$ cat config.mk
export PLATFORM = sky130hd
export DESIGN_NAME = counter_down_reload
export DESIGN_NICKNAME = d
export VERILOG_FILES = /design/src/rtl/counter_down_reload_pkg.sv /design/src/rtl/counter_down_reload_core.sv /design/src/rtl/counter_down_reload.sv
export SDC_FILE = /design/constraint.sdc
export NUM_CORES = 1
export LEC_CHECK = 0
export CORE_ASPECT_RATIO = 0.75
export CORE_UTILIZATION = 30
export CTS_CLUSTER_DIAMETER = 100
export DETAILED_ROUTE_END_ITERATION = 7
export MAX_ROUTING_LAYER = met4
export SLEW_MARGIN = 10
export SYNTH_ARGS = -nofsm -noshare
export SYNTH_HDL_FRONTEND = slang
export SYNTH_SLANG_ARGS = --single-unit
$ cat constraint.sdc
create_clock -name clk -period 2.4 [get_ports clk]
set_clock_uncertainty 0.05 [all_clocks]
set_input_delay 0.36 -clock clk [delete_from_list [all_inputs] [get_ports clk]]
set_output_delay 0.36 -clock clk [all_outputs]
set_load 0.05 [all_outputs]
$ cat src/rtl/counter_down_reload_pkg.sv
// Shared encodings for the reloadable down counter: run-control states and
// counting modes, plus the mode_in decode (the reserved code 11 acts as one-shot).
package counter_down_reload_pkg;

   typedef enum logic [1:0] {
      ST_IDLE = 2'b00,
      ST_RUN  = 2'b01,
      ST_DONE = 2'b10
   } state_t;

   typedef enum logic [1:0] {
      MODE_ONE_SHOT  = 2'b00,
      MODE_PERIODIC  = 2'b01,
      MODE_FREE_WRAP = 2'b10
   } mode_t;

   function automatic mode_t decode_mode(input logic [1:0] mode_raw);
      mode_t m;
      case (mode_raw)
         2'b01:   m = MODE_PERIODIC;
         2'b10:   m = MODE_FREE_WRAP;
         default: m = MODE_ONE_SHOT;
      endcase
      return m;
   endfunction

endpackage

$ cat src/rtl/counter_down_reload_core.sv
// Down-counting datapath register: parallel load has priority over decrement.
// Decrementing from zero wraps naturally to all ones.
module counter_down_core #(
   parameter int WIDTH = 3
) (
   input  logic             clk,
   input  logic             reset_al_in,
   input  logic             ld,
   input  logic [WIDTH-1:0] ld_val,
   input  logic             dec,
   output logic [WIDTH-1:0] q,
   output logic             zero
);

   localparam logic [WIDTH-1:0] ONE = {{(WIDTH-1){1'b0}}, 1'b1};

   // count register: load, else decrement, else hold
   always_ff @(posedge clk or negedge reset_al_in) begin
      if (!reset_al_in)
         q <= '0;
      else if (ld)
         q <= ld_val;
      else if (dec)
         q <= q - ONE;
   end

   assign zero = (q == '0);

endmodule

$ cat src/rtl/counter_down_reload.sv
// Programmable interval / timeout source: down counter with reload register,
// one-shot / periodic / free-wrap modes, terminal-count flag and done pulse.
//
// state   | meaning
// --------+-----------------------------------------------------------
// ST_IDLE | stopped, count held; start resumes from the current value
// ST_RUN  | counting down one per clk; terminal action taken at zero
// ST_DONE | one-shot finished, count held at 0; start reloads and runs
module counter_down_reload
   import counter_down_reload_pkg::*;
#(
   parameter int               WIDTH      = 3,
   parameter logic [WIDTH-1:0] RELOAD_DEF = {WIDTH{1'b1}}
) (
   input  logic             clk,
   input  logic             reset_al_in,
   input  logic [WIDTH-1:0] d_in,
   input  logic             load_in,
   input  logic             start_in,
   input  logic             stop_in,
   input  logic [1:0]       mode_in,
   output logic [WIDTH-1:0] q_out,
   output logic             tc_out,
   output logic             busy_out,
   output logic             done_out
);

   state_t           state;
   logic [WIDTH-1:0] reload_r;
   mode_t            mode;
   logic             zero;
   logic             stop_run;
   logic             start_evt;
   logic             run_evt;
   logic             core_ld;
   logic             core_dec;
   logic [WIDTH-1:0] core_ld_val;

   assign mode = decode_mode(mode_in);

   // stop only matters while running; start only acts from IDLE or DONE
   assign stop_run  = !load_in && stop_in && (state == ST_RUN);
   assign start_evt = !load_in && !stop_run && start_in && (state != ST_RUN);
   assign run_evt   = !load_in && !stop_run && (state == ST_RUN);

   // datapath control: restart from DONE and periodic terminal both reload
   always_comb begin
      core_ld     = 1'b0;
      core_dec    = 1'b0;
      core_ld_val = reload_r;
      if (load_in) begin
         core_ld     = 1'b1;
         core_ld_val = d_in;
      end else if (start_evt && (state == ST_DONE)) begin
         core_ld = 1'b1;
      end else if (run_evt) begin
         if (!zero || (mode == MODE_FREE_WRAP))
            core_dec = 1'b1;
         else if (mode == MODE_PERIODIC)
            core_ld = 1'b1;
      end
   end

   counter_down_core #(.WIDTH(WIDTH)) u_core (
      .clk         (clk),
      .reset_al_in (reset_al_in),
      .ld          (core_ld),
      .ld_val      (core_ld_val),
      .dec         (core_dec),
      .q           (q_out),
      .zero        (zero)
   );

   // run-control FSM, reload register and the registered done pulse
   always_ff @(posedge clk or negedge reset_al_in) begin
      if (!reset_al_in) begin
         state    <= ST_IDLE;
         reload_r <= RELOAD_DEF;
         done_out <= 1'b0;
      end else begin
         done_out <= 1'b0;
         if (load_in) begin
            reload_r <= d_in;
            state    <= ST_IDLE;
         end else if (stop_run) begin
            state <= ST_IDLE;
         end else if (start_evt) begin
            state <= ST_RUN;
         end else if (run_evt && zero && (mode == MODE_ONE_SHOT)) begin
            state    <= ST_DONE;
            done_out <= 1'b1;
         end
      end
   end

   assign busy_out = (state == ST_RUN);
   assign tc_out   = busy_out && zero;

endmodule
==> metrics.yaml <==
fin_crit_ns: 2.094
dieHeight_um: 38.85
synthCells: 49
cp_top_family: "buffers and inverters"
finish.instance_area_um2: 737.0
fin_nets: 83
crit_type: "reg -> out"
reg2regPathDepth: 6
clk_latency_ns: 0.27
place_area_um2: 709.4
r2r-start: "u_core.q[0]$_DFFE_PN0P_"
overflow: 0
r2r_end: "u_core.q[2]$_DFFE_PN0P_"
fmax_mhz: 477.7
power_density_nw_per_um2: 600.3
hold_class: "in -> async"
cts_tree: "yes"
cts.sinks: 9
switching_share_pct: 33.96
track_usage_pct: 14.53
final_antenna_net_count: 0
antenna_found_initial: 0
cp.arrival_ns: 1.68
dp_hpwl_um: 835.9
rsz0062_at_grt: "false"
core.rowCount: 12
clk_pin_slew_ns: 0.07
synth_cell_types: 25
setup_viol: 0
io_pins: 16
final_common_cell: "clkdlybuf4s50_1"
seqPwrFrac_pct: 40.3
critPathBufInv: 2
postSynthAreaPerCell_um2: 11.08
switching_power_uw: 150.2
clkPwrFrac_pct: 28.4
first_pass_iters: 2
cts_hold_buf: 0
nFillCells: 165
p_leak_nw: 0.3530
multi_input_area_um2: 265.3
io_buffers: 15
required_ns: 1.99
yosys_warnings: 0
rrSetupSlack_ns: 0.51
p_int_uw: 292.2
clock_tree.buffer_depth: 2
end_kind: "primary output"
syn_area_um2: 543.0
critPathMaxStageDelay_ns: 0.79
cts_max_level: 1
routed-via-count: 388
start_util_pct: 34.44
outcome: "finished clean"
synth_nets: 63
cap_violations: 0
syn_to_final_growth_pct: 35.71
final_cell_mix: "clkdlybuf4s50_1, inv_1, dfrtp_1"
hold_violations: 0
cts-buffers-inserted: 3
wl_per_cell_um: 11.47
dieArea_um2: 1986
gp_congestion: 0.7810
ys_ff_latch: 9
core_um2: 1577
drc: 0
drt-vias-per-instance: 4.360
tightest_slew_ns: 0.4997
regArea_um2: 229.0
drv_slew: 0
setup-tns-final_ns: 0
min_period_over_period_pct: 87.23
synth_seq_area_share_pct: 42.17
wl_um: 1021
pwr-share-comb_pct: 31.3
cts_setup_buffers: 0
die_x_um: 51.13
grt_pass1_wl_um: 1849
cp_max_fo: 5
startpoint_type: "register"
grt_pass1_vias: 431
layout-drive-gt1-share_pct: 22.06
final_util_pct: 46.75
peakVddDrop_mv: 0.3007
root_buffer: "clkbuf_4"
path_cells: "nand2b_4 > inv_1 > clkdlybuf4s50_1"
grt_max_degree: 10
relSlewSlack_pct: 66.58
drt_iter0_drc: 4
insertedDiodeCount: 0
cp_slowest_cell: "clkdlybuf4s50_1"
cts-resized-gates: 0
-- power by group through the flow --
stage	registers, mW	logic [mW]	clock network, mW
2_1_floorplan	0.210	0.0611	0
4_1_cts	0.179	0.140	0.130
3_3_place_gp	0.182	0.139	0
6_report	0.178	0.138	0.126
3_5_place_dp	0.182	0.140	0
5_1_grt	0.181	0.150	0.139
-- per-stage QoR --
stage	power, mW	cells	hold WS, ns	setup WS (ns)
after floorplan	0.2707	49	0.01441	0.09867
after global placement	0.3211	85	0.5074	0.1729
after detailed placement	0.3215	85	0.4993	0.1928
after CTS	0.4490	89	0.3408	0.2919
after global routing	0.4697	89	0.3518	0.2293
final	0.4424	89	0.3398	0.3065
-- cell type report --
type | count | area share (%)
well taps | 21 | 3.565
multi-input cells | 31 | 35.99
flip-flops and latches | 9 | 31.07
clock buffers | 3 | 3.056
repair buffers | 17 | 22.07
clock inverters | 1 | 0.6791
inverters | 7 | 3.565
-- worst max-delay path by stage --
stage	start	end	slack, ns	depth (start not counted)
after floorplan	u_core.q[0]$_DFFE_PN0P_	u_core.q[2]$_DFFE_PN0P_	0.1	7
after global placement	mode_in[0]	u_core.q[2]$_DFFE_PN0P_	0.17	7
after detailed placement	mode_in[0]	u_core.q[2]$_DFFE_PN0P_	0.19	7
after CTS	state[1]$_DFFE_PN0P_	busy_out	0.29	3
after global routing	state[1]$_DFFE_PN0P_	busy_out	0.23	3
final	state[1]$_DFFE_PN0P_	busy_out	0.31	3
-- metal layers --
metal  routed length [um]  track usage (%)  share of wire (%)
met1                  528            17.14                 52
met2                  422            21.05                 41
met3                   70            8.235                6.9
met4                    0            4.167                  0
met5                    0                -                  0
-- cells by family (layout without fill, tap and decap cells) --
group / Yosys count / count (layout) / share of synthesized area [%]
flip-flops: 9 / 9 / 42.17
XOR/XNOR: 1 / 1 / 1.613
multiplexers: 6 / 6 / 12.67
buffers and inverters: 9 / 28 / 8.987
adder cells (fa/ha/maj): 4 / 4 / 9.217
AND/OR/NAND/NOR: 13 / 13 / 17.05
AO/OA/AOI/OAI: 7 / 7 / 8.296
-- synth_stat cells --
master	count	share of area, %
nand3_1	1	0.92
dfrtp_1	6	28
nand2b_4	1	2.5
mux2_2	1	2.1
mux2_4	1	2.8
a21oi_1	3	2.8
buf_6	2	4.1
o22ai_1	1	1.2
mux2_1	2	4.1
nand2b_1	1	1.2
nor2b_1	1	1.2
o32ai_1	1	1.6
mux2i_1	2	3.7
and2b_2	1	1.6
nor4bb_1	1	1.8
ha_1	4	9.2
dfstp_2	3	15
a211oi_1	1	1.4
inv_1	7	4.8
or4_4	1	2.1
xnor2_1	1	1.6
nor3b_1	1	1.4
and3b_1	1	1.6
nor2_1	4	2.8
a21o_1	1	1.4
-- worst register-to-register path, delay by kind of cell (launching register included) --
family                     cells  cell delay [ns]
and+or+nand+nor                2             0.63
DFF                            1             0.35
muxes                          1             0.32
adders and majority gates      1             0.21
AOI/OAI and AO/OA              1             0.17
buffers and inverters          1             0.08
-- flip-flops by register name (all words and copies together) (netlist names) --
name      cells
reload_r      3
u_core.q      3
done_out      1
state         2
Note: power is estimated with default switching activity, not from simulation.
